==> src/rtl/divider_arbiter_pkg.sv <==
// Shared types and constants for the divider arbiter.
package div_arb_pkg;

  typedef enum logic [1:0] {
    IDLE    = 2'd0,
    ISSUE   = 2'd1,
    WAIT    = 2'd2,
    RESPOND = 2'd3
  } state_t;

  // Quotient reported for divide-by-zero; sliced down to WIDTH (WIDTH <= 64).
  localparam logic [63:0] DIV0_QUOTIENT = '1;

  // Granted-index width: $clog2(n), never below 1 bit.
  function automatic int idx_w(input int n);
    return (n <= 2) ? 1 : $clog2(n);
  endfunction

endpackage

==> src/rtl/divider_arbiter_rr_select.sv <==
// Combinational round-robin picker: first requester at or after the pointer.
module rr_select #(
  parameter int N_REQ = 2,
  parameter int IW    = 1
) (
  input  logic [N_REQ-1:0] i_req,
  input  logic [IW-1:0]    i_ptr,
  output logic [N_REQ-1:0] o_gnt,
  output logic [IW-1:0]    o_idx,
  output logic             o_any
);

  // Walk the requesters starting at the pointer, wrapping modulo N_REQ.
  always_comb begin
    int          c;
    logic [IW-1:0] w_c;
    o_gnt = '0;
    o_idx = '0;
    o_any = 1'b0;
    c     = 0;
    w_c   = '0;
    for (int k = 0; k < N_REQ; k++) begin
      c   = (int'(i_ptr) + k) % N_REQ;
      w_c = IW'(c);
      if (!o_any && i_req[w_c]) begin
        o_any      = 1'b1;
        o_gnt[w_c] = 1'b1;
        o_idx      = w_c;
      end
    end
  end

endmodule

==> src/rtl/divider_arbiter.sv <==
// Shares one iterative divider among N_REQ requesters with round-robin
// arbitration, divide-by-zero short-circuit and a hang watchdog.
module divider_arbiter
  import div_arb_pkg::*;
#(
  parameter int WIDTH          = 32,
  parameter int N_REQ          = 2,
  parameter int TIMEOUT_CYCLES = 64
) (
  input  logic                   clk_in,
  input  logic                   rst_n_in,
  input  logic [N_REQ-1:0]       req_valid_in,
  input  logic [N_REQ*WIDTH-1:0] req_dividend_in,
  input  logic [N_REQ*WIDTH-1:0] req_divisor_in,
  output logic [N_REQ-1:0]       req_ready_out,
  output logic [N_REQ-1:0]       resp_valid_out,
  output logic [WIDTH-1:0]       resp_quotient_out,
  output logic [WIDTH-1:0]       resp_remainder_out,
  output logic                   resp_error_out,
  output logic                   busy_out,
  output logic [WIDTH-1:0]       div_dividend_out,
  output logic [WIDTH-1:0]       div_divisor_out,
  output logic                   div_valid_out,
  input  logic [WIDTH-1:0]       div_quotient_in,
  input  logic [WIDTH-1:0]       div_remainder_in,
  input  logic                   div_done_in,
  input  logic                   div_error_in,
  input  logic                   div_busy_in
);

  localparam int IW = idx_w(N_REQ);
  localparam int TW = $clog2(TIMEOUT_CYCLES + 1);

  state_t            r_state, w_state_nx;
  logic [IW-1:0]     r_ptr;
  logic [N_REQ-1:0]  r_goh;
  logic              r_div0;
  logic [TW-1:0]     r_timer;

  logic [N_REQ-1:0]  r_ready;
  logic [N_REQ-1:0]  r_resp_valid;
  logic [WIDTH-1:0]  r_quot, r_rem;
  logic              r_err;
  logic              r_busy;
  logic [WIDTH-1:0]  r_dvd, r_dvs;
  logic              r_div_valid;

  logic [N_REQ-1:0]  w_gnt;
  logic [IW-1:0]     w_idx, w_ptr_nx;
  logic              w_any;
  logic [WIDTH-1:0]  w_sel_dvd, w_sel_dvs;
  logic              w_sel_div0, w_timeout;
  logic              w_grant, w_issue, w_done, w_abort, w_div0_resp;

  rr_select #(.N_REQ(N_REQ), .IW(IW)) u_rr (
    .i_req (req_valid_in),
    .i_ptr (r_ptr),
    .o_gnt (w_gnt),
    .o_idx (w_idx),
    .o_any (w_any)
  );

  assign w_sel_dvd  = req_dividend_in[int'(w_idx)*WIDTH +: WIDTH];
  assign w_sel_dvs  = req_divisor_in[int'(w_idx)*WIDTH +: WIDTH];
  assign w_sel_div0 = (w_sel_dvs == '0);
  assign w_timeout  = (r_timer == TW'(TIMEOUT_CYCLES - 1));
  assign w_ptr_nx   = (w_idx == IW'(N_REQ - 1)) ? '0 : w_idx + 1'b1;

  // Next-state and per-cycle action strobes.
  always_comb begin
    w_state_nx  = r_state;
    w_grant     = 1'b0;
    w_issue     = 1'b0;
    w_done      = 1'b0;
    w_abort     = 1'b0;
    w_div0_resp = 1'b0;
    case (r_state)
      IDLE: begin
        if (w_any && !div_busy_in) begin
          w_grant    = 1'b1;
          w_state_nx = w_sel_div0 ? RESPOND : ISSUE;
        end
      end
      ISSUE: begin
        w_issue    = 1'b1;
        w_state_nx = WAIT;
      end
      WAIT: begin
        // A done arriving on the last watchdog cycle still wins.
        if (div_done_in) begin
          w_done     = 1'b1;
          w_state_nx = RESPOND;
        end else if (w_timeout) begin
          w_abort    = 1'b1;
          w_state_nx = RESPOND;
        end
      end
      RESPOND: begin
        // Divider results were already strobed on WAIT exit; only the
        // short-circuited divide-by-zero answer leaves from here.
        w_div0_resp = r_div0;
        w_state_nx  = IDLE;
      end
      default: w_state_nx = IDLE;
    endcase
  end

  // State register; busy mirrors the state it is registered with.
  always_ff @(posedge clk_in or negedge rst_n_in) begin
    if (!rst_n_in) begin
      r_state <= IDLE;
      r_busy  <= 1'b0;
    end else begin
      r_state <= w_state_nx;
      r_busy  <= (w_state_nx != IDLE);
    end
  end

  // Grant: pulse ready, capture operands/owner, advance the rr pointer.
  always_ff @(posedge clk_in or negedge rst_n_in) begin
    if (!rst_n_in) begin
      r_ready <= '0;
      r_goh   <= '0;
      r_ptr   <= '0;
      r_div0  <= 1'b0;
      r_dvd   <= '0;
      r_dvs   <= '0;
    end else begin
      r_ready <= '0;
      if (w_grant) begin
        r_ready <= w_gnt;
        r_goh   <= w_gnt;
        r_ptr   <= w_ptr_nx;
        r_div0  <= w_sel_div0;
        r_dvd   <= w_sel_dvd;
        r_dvs   <= w_sel_dvs;
      end
    end
  end

  // Issue pulse to the divider and the WAIT watchdog counter.
  always_ff @(posedge clk_in or negedge rst_n_in) begin
    if (!rst_n_in) begin
      r_div_valid <= 1'b0;
      r_timer     <= '0;
    end else begin
      r_div_valid <= w_issue;
      if (w_issue)
        r_timer <= '0;
      else if (r_state == WAIT)
        r_timer <= r_timer + 1'b1;
    end
  end

  // Response bus: one-hot strobe, data held between strobes.
  always_ff @(posedge clk_in or negedge rst_n_in) begin
    if (!rst_n_in) begin
      r_resp_valid <= '0;
      r_quot       <= '0;
      r_rem        <= '0;
      r_err        <= 1'b0;
    end else begin
      r_resp_valid <= '0;
      if (w_done) begin
        r_resp_valid <= r_goh;
        r_quot       <= div_quotient_in;
        r_rem        <= div_remainder_in;
        r_err        <= div_error_in;
      end else if (w_abort) begin
        r_resp_valid <= r_goh;
        r_quot       <= '0;
        r_rem        <= '0;
        r_err        <= 1'b1;
      end else if (w_div0_resp) begin
        r_resp_valid <= r_goh;
        r_quot       <= DIV0_QUOTIENT[WIDTH-1:0];
        r_rem        <= r_dvd;
        r_err        <= 1'b1;
      end
    end
  end

  assign req_ready_out      = r_ready;
  assign resp_valid_out     = r_resp_valid;
  assign resp_quotient_out  = r_quot;
  assign resp_remainder_out = r_rem;
  assign resp_error_out     = r_err;
  assign busy_out           = r_busy;
  assign div_dividend_out   = r_dvd;
  assign div_divisor_out    = r_dvs;
  assign div_valid_out      = r_div_valid;

endmodule

==> config.mk <==
export PLATFORM = sky130hd
export DESIGN_NAME = divider_arbiter
export DESIGN_NICKNAME = d
export VERILOG_FILES = /design/src/rtl/divider_arbiter_pkg.sv /design/src/rtl/divider_arbiter_rr_select.sv /design/src/rtl/divider_arbiter.sv
export SDC_FILE = /design/constraint.sdc
export NUM_CORES = 1
export LEC_CHECK = 0
export ABC_AREA = 1
export ABC_CLOCK_PERIOD_IN_PS = 2400
export CAP_MARGIN = 20
export CORE_UTILIZATION = 43
export CTS_BUF_LIST = sky130_fd_sc_hd__clkbuf_4 sky130_fd_sc_hd__clkbuf_8
export CTS_CLUSTER_SIZE = 24
export DETAILED_ROUTE_END_ITERATION = 8
export PLACE_DENSITY = 0.86
export SYNTH_ARGS = -nofsm -noshare
export SYNTH_HDL_FRONTEND = slang
export SYNTH_SLANG_ARGS = --single-unit
export TNS_END_PERCENT = 10
==> constraint.sdc <==
create_clock -name clk_in -period 2.4 [get_ports clk_in]
set_input_delay 0.72 -clock clk_in [delete_from_list [all_inputs] [get_ports clk_in]]
set_output_delay 0.72 -clock clk_in [all_outputs]
set_load 0.005 [all_outputs]
==> metrics.txt, run 1 <==
I/O Buffers=approximately 330; dominant synthesized flop cell=dfrtp_1; core footprint=between 15000 and 20000 sq um; switching power=between 0.004 and 0.005 W; Clk network pwr share=17.1%; Synth Area in Compound Gates=between 10% and 20%; drt total wl=about 23000 um; Iteration-0 DRC Markers=about 460; EDFF count, synth=0; crit share post-route=approximately nine tenths; dpl ws=-232 ps; H-tree depth=4; #FFs+latches synth=between 100 and 150; max cap viols=0; worst reg-to-reg path cell count=10; sequential share of power=between 30% and 40%; Seq/Total Area, Yosys=~52%; vias in the first global route=7160; syn_nets=between 1000 and 1500; NumNets Final=1452; FF-to-FF End=resp_remainder_out[22]$_DFFE_PN0P_; count of cell types in the netlist=26; Post-DRT Antenna Nets=0; initial core utilization=44.7%; Cells after Synth=915; first-pass GRT wire length=36500 um; Die ar.=approximately 17000 sq um; hold_buf cts=0; most numerous cell in the Yosys netlist=nand2_1; logic gate share of total power=46.1%; Cell Area, Synth=between 7000 and 8000 sq um; PD cells=approximately 1000 nW/um^2; CTS buffer count=17; CP Class=in2reg; Yosys top cell area share=51.6%; Peak VDD IR=~0.43 mV; xor and xnor area share after synthesis=0%; CP arrival=about 2500 ps; final hold violations=0; Post-synth ARST share=100%; DIE WIDTH=131 um; CTS tree=yes; Post-Route Utilization=70.2%; Worst Path Required=~2800 ps; design area=around 11000 sq um; Max Freq=between 0.4 and 0.5 GHz; DRT Pass-1 Iters=5; Internal=0.00760 W; Rows=46; total gr overflow=0; worst-margin pin slew=700 ps; post-cts sizing count=0; adder-cell area share of the yosys netlist=under 10%; CP startpoint kind=primary input; Sw Ratio=35.1%; Area contributors post-synth=dfrtp_1, nand2_1, a21oi_1; Avg WL per Cell=between 15 and 20 um; Final Wtd Congestion=0.869; initial antenna violation count=0; r2r setup slk=roughly 280 ps; fin cells=1476; share of layout cells above drive strength 1=between 6 and 7%; Area Overhead vs Synth=57.2%; Pleak=5.52 nW; Clk pin slew, worst setup/hold paths=~80 ps; endpoint class of the critical path=flip-flop; die height=~130 um; Post-CTS Setup Bufs=0; largest family of logic cells by synthesized area=simple AND/OR/NAND/NOR gates; vias per cell=about 5; status=finished clean; clk_skew=approximately 11 ps; RSZ-0062 raised after global routing=false; r2r startpoint=r_timer[0]$_DFFE_PN0P_; placed inst area=about 11000 sq um; most frequent cells after synthesis=nand2_1, dfrtp_1, a21oi_1; cell taking the most area after synthesis=dfrtp_1; average footprint of a synthesized cell=roughly 7.8 sq um; fraction of synthesized area in multiplexers=0%; Clock Sinks=~150; clk_lat worst skew=440 ps; DRC=0; CTS root buf=clkbuf_8; Via Count=7326; Setup WS post-layout=around 230 ps; fin crit period=~2200 ps; hpwl dp=between 15000 and 20000 um; I/O pin count=between 300 and 400; Worst Path Max Fanout=27; Slew Viols, Final=0; diode count=0; final setup fails=0; largest net degree at the start of global routing=66; Hold/Removal Path Class=in2async; Slew headroom=about 53%; Longest Clk Path Bufs=2; dpl cells=~1400; GRT Total Usage=a little over a quarter; simple-gate area share of the yosys netlist=23.2%; number of synthesis warnings=0
power groups by stage:
stage | Combinational [W] | Clock, W | Sequential (W)
after floorplan | 0.00215 | 0 | 0.00432
after global placement | 0.00524 | 0 | 0.00430
after detailed placement | 0.00542 | 0 | 0.00433
after CTS | 0.00545 | 0.00204 | 0.00430
after global routing | 0.00592 | 0.00214 | 0.00445
final | 0.00540 | 0.00200 | 0.00431
critical path, cell delays in order:
cell,delay [ps]
clkdlybuf4s50_1,620
nand2_4,140
nand2_8,180
nand2_1,100
nand2_1,100
nand2_1,60
nor2_1,140
nand2_1,60
nor2_1,90
nand2_1,90
nand2_1,70
nand2_1,70
nand3_1,80
final cells by class:
class                   instances  area, sq um
flip-flops and latches        148         3700
well taps                     216          270
clock buffers                  22          290
repair buffers                365         3690
clock inverters                10          120
fillers                      1212         4790
inverters                     139          522
multi-input cells             576         2670
worst max-delay path by stage:
stage | cells after the start | startpoint | to
final | 13 | req_valid_in[1] | busy_out$_DFF_PN0_
after detailed placement | 7 | req_valid_in[1] | div_divisor_out[0]$_DFFE_PN0P_
after global routing | 13 | req_valid_in[1] | busy_out$_DFF_PN0_
after floorplan | 7 | req_valid_in[1] | r_goh[1]$_DFFE_PN0P_
after global placement | 13 | req_valid_in[1] | busy_out$_DFF_PN0_
after CTS | 1 | div_dividend_out[1]$_DFFE_PN0P_ | div_dividend_out[1]
stage by stage:
| stage | total power (W) | hold WS, ps | TNS, ps |
|---|---|---|---|
| final | 0.0117 | 177 | 0 |
| after global routing | 0.0125 | 178 | 0 |
| after CTS | 0.0118 | 169 | 0 |
| after detailed placement | 0.00975 | 460 | -8520 |
| after global placement | 0.00955 | 456 | -5280 |
| after floorplan | 0.00647 | 424 | 0 |
cell families (layout without fill, tap and decap cells):
family	after synthesis	after routing
and+or+nand+nor	390	390
adders and majority gates	6	6
AOI/OAI and AO/OA	180	180
buffers and inverters	191	536
DFF	148	148
cell usage in the layout (no fill, tap or decap):
master           netlist  routed
buf_2                 17       1
nor2_1                20      20
o21ai_0               36      36
clkinvlp_4             0       2
ha_1                   6       6
nand2_1              269     268
nand2_2                1       1
a32oi_1                1       1
nand4_1                1       1
nand3b_1               8       8
inv_2                  2       2
nor2_2                 1       1
o21ai_1                1       1
a22oi_1                1       1
a21oi_4                1       1
inv_1                137     137
o21bai_1               1       1
clkbuf_8               0      20
buf_12                 0      10
clkinv_4               0       1
clkinv_2               0       2
clkdlybuf4s50_1        0     331
buf_6                  6       1
a21oi_1              139     139
clkbuf_4               0       2
bufinv_16              0       2
nand2_4                3       4
dfrtp_1              148     148
inv_6                  0       3
nand3_1               83      83
buf_4                  6      22
nor2_4                 3       3
nand2_8                1       1
per-layer routing:
layer	routed length, um	global-route usage [%]	vias to the layer above
li1	-	-	3530
met1	8920	32.3	3412
met2	11400	45.2	334
met3	1680	6.75	50
met4	797	13.1	0
met5	0	0	-
registers in the layout, indices dropped and copies added, names as in the netlist, 7 cells and up:
signal / cells
div_divisor_out: 32
div_dividend_out: 32
r_timer: 7
resp_quotient_out: 32
resp_remainder_out: 32
(Power assumes the default switching activity.)
==> inputs of run 2 (changes only) <==
- ABC_CLOCK_PERIOD_IN_PS: 2400 -> 2550
- CAP_MARGIN: 20 -> 0
- CORE_AREA: unset -> 2 2 128 130
- CORE_UTILIZATION: 43 -> unset
- DIE_AREA: unset -> 0 0 130 132
- PLACE_DENSITY: 0.86 -> 0.9
- clock period: 2.4 -> 2.55 ns (I/O delays scaled with it)
==> run 2 against run 1 <==
Effect of this change:
- hold slack gained 50 ps
- combinational power shrank 5.7%
- critical endpoint unchanged
- final cell count shrank 0.81%
- critical path type unchanged
- register-to-register slack gained 360 ps
- setup slack gained 92 ps
==> metrics.txt, run 2 (synthesis gave the netlist of run 1 again) <==
Avg WL per Cell=16.1 um (+4.4%); DIE WIDTH=130 um (-0.87%); RSZ-0062 raised after global routing=false; Clk pin slew, worst setup/hold paths=80 ps (about the same); clk_lat worst skew=450 ps (about the same); share of layout cells above drive strength 1=5.37% (-0.90 points); CP arrival=2600 ps (+60 ps); post-cts sizing count=0 (unchanged); Slew headroom=51.3% (-2.0 points); Worst Path Required=2920 ps (+140 ps); vias in the first global route=7453 (+4.1%); Area Overhead vs Synth=56.0%; CTS buffer count=17 (unchanged); slowest CP cell=clkdlybuf4s50_1; Die ar.=17200 sq um (-0.23%); Buf/Inv on CP=2 (+1); Pleak=5.46 nW (-1.0%); initial antenna violation count=0 (unchanged); commonest non-fill, non-tap cell in the layout=clkdlybuf4s50_1; Peak VDD IR=0.486 mV (+14%); CTS tree=yes; DRC=0 (unchanged); final setup fails=0 (unchanged); total gr overflow=0 (unchanged); status=finished clean; Max Freq=between 0.4 and 0.5 GHz; commonest non-fill, non-tap cells in the layout=clkdlybuf4s50_1, nand2_1, dfrtp_1, a21oi_1, inv_1; worst-margin pin slew=731 ps (+30.5 ps); worst path cell trace=clkdlybuf4s50_1 > buf_4 > nand2_4 > nand2_1 > nand2_1 > nand2_1 > nor2_1 > nand2_1 > nor2_1 > nand2_1 > nand2_1 > nand2_1 > nand3_1; first-pass GRT wire length=37400 um (+2.4%); design area=11200 sq um (-0.71%); Worst Path Max Fanout=18 (-33%); worst reg-to-reg path cell count=10 (unchanged); Sequential Area=3700 sq um (unchanged); NumNets Final=1442 (-0.69%); Slew Viols, Final=0 (unchanged); DRT Pass-1 Iters=5 (unchanged); CP startpoint kind=primary input; drt total wl=23600 um (+3.5%); delay-heaviest family, CP=simple AND/OR/NAND/NOR gates; core footprint=15700 sq um (-2.2%); Iteration-0 DRC Markers=372 (-19%); most frequent CP cell=nand2_1; Via Count=7425 (+1.4%); I/O Buffers=333 (unchanged); CP peak stage delay=530 ps (-90 ps); initial core utilization=45.6% (+0.98 points); I/O pin count=334 (unchanged); final hold violations=0 (unchanged); Post-DRT Antenna Nets=0 (unchanged); Rows=46 (unchanged); Post-Route Utilization=71.2% (+1.0 points); hpwl dp=17600 um (+3.8%); diode count=0 (unchanged); die height=132 um (+0.65%); placed inst area=10800 sq um (-0.58%); Layout fillers=1163 (-4.0%); Final Wtd Congestion=0.904 (+4.1%); GRT Total Usage=28.0% (+0.99 points); CTS root buf=clkbuf_8; endpoint class of the critical path=flip-flop; clk_skew=15.1 ps (+4.52 ps); Post-CTS Setup Bufs=0 (unchanged); max cap viols=0 (unchanged); Clock Sinks=148 (unchanged); PD cells=985 nW/um^2 (-5.2%); H-tree depth=4 (unchanged); largest net degree at the start of global routing=75 (+14%); Crit. path cell count=13 (unchanged); CP Class=in2reg; vias per cell=5.07 (+2.2%); hold_buf cts=0 (unchanged); multi-input logic area=2670 sq um (unchanged); Longest Clk Path Bufs=2 (unchanged); fin crit period=2230 ps; crit share post-route=between 80% and 90%; Hold/Removal Path Class=in2async
==> run 2: changes by cell type in the layout (fill, tap and decap cells not counted), sizes merged <==
cell	delta
buf	-10
bufinv	+1
clkinvlp	+1
clkinv	+2
clkbuf	-5
inv	-1
==> run 2: final timing paths <==
check / startpoint / to / slack (ps)
worst max-delay path: req_valid_in[1] / busy_out$_DFF_PN0_ / 320
worst min-delay path: rst_n_in / resp_quotient_out[17]$_DFFE_PN0P_ / 230
worst max register to register: r_timer[0]$_DFFE_PN0P_ / resp_remainder_out[6]$_DFFE_PN0P_ / 640
worst min register to register: resp_remainder_out[21]$_DFFE_PN0P_ / resp_remainder_out[21]$_DFFE_PN0P_ / 480
max in group asynchronous: rst_n_in / resp_quotient_out[26]$_DFFE_PN0P_ / 1640
min in group clk_in: resp_remainder_out[21]$_DFFE_PN0P_ / resp_remainder_out[21]$_DFFE_PN0P_ / 480
==> run 2: power by group <==
group          total, W  switching (W)  internal [W]
sequential      0.00406       0.000683       0.00338
clock           0.00187       0.000911      0.000956
combinational   0.00509        0.00231       0.00278
total            0.0110        0.00391       0.00711
==> run 2: metrics by stage <==
stage | setup TNS (ps) | instances | power, W | hold WS [ps] | setup WS (ps)
floorplan | 0 | 915 | 0.00609 | 460 | 672
global placement | 0 | 1434 | 0.00898 | 454 | 28.7
detailed placement | -111 | 1434 | 0.00919 | 462 | -58.7
CTS | 0 | 1464 | 0.0111 | 216 | 322
global route | 0 | 1464 | 0.0118 | 219 | 194
finish | 0 | 1464 | 0.0110 | 227 | 323
==> run 2: cell type report <==
cell class,instances,area share (%)
inverter,139,4.66
tap,216,2.42
sequential,148,33.1
timing repair buffer,355,32.5
clock inverter,13,1.42
multi-input combinational,576,23.9
clock buffer,17,2.09
==> run 2: worst reg2reg max path, delay by kind of cell, from the launching register on <==
family                     cells  cell delay [ps]
DFF                            1              420
AOI/OAI and AO/OA              3              400
and+or+nand+nor                4              400
buffers and inverters          2              330
adders and majority gates      1              250
==> run 2: metal layers <==
layer | up-vias | track usage (%) | wire (um)
met2 | 346 | 48.0 | 11700
met3 | 67 | 7.47 | 1790
met4 | 0 | 12.8 | 894
met5 | - | 0 | 0
met1 | 3499 | 32.4 | 9220
li1 | 3513 | - | -
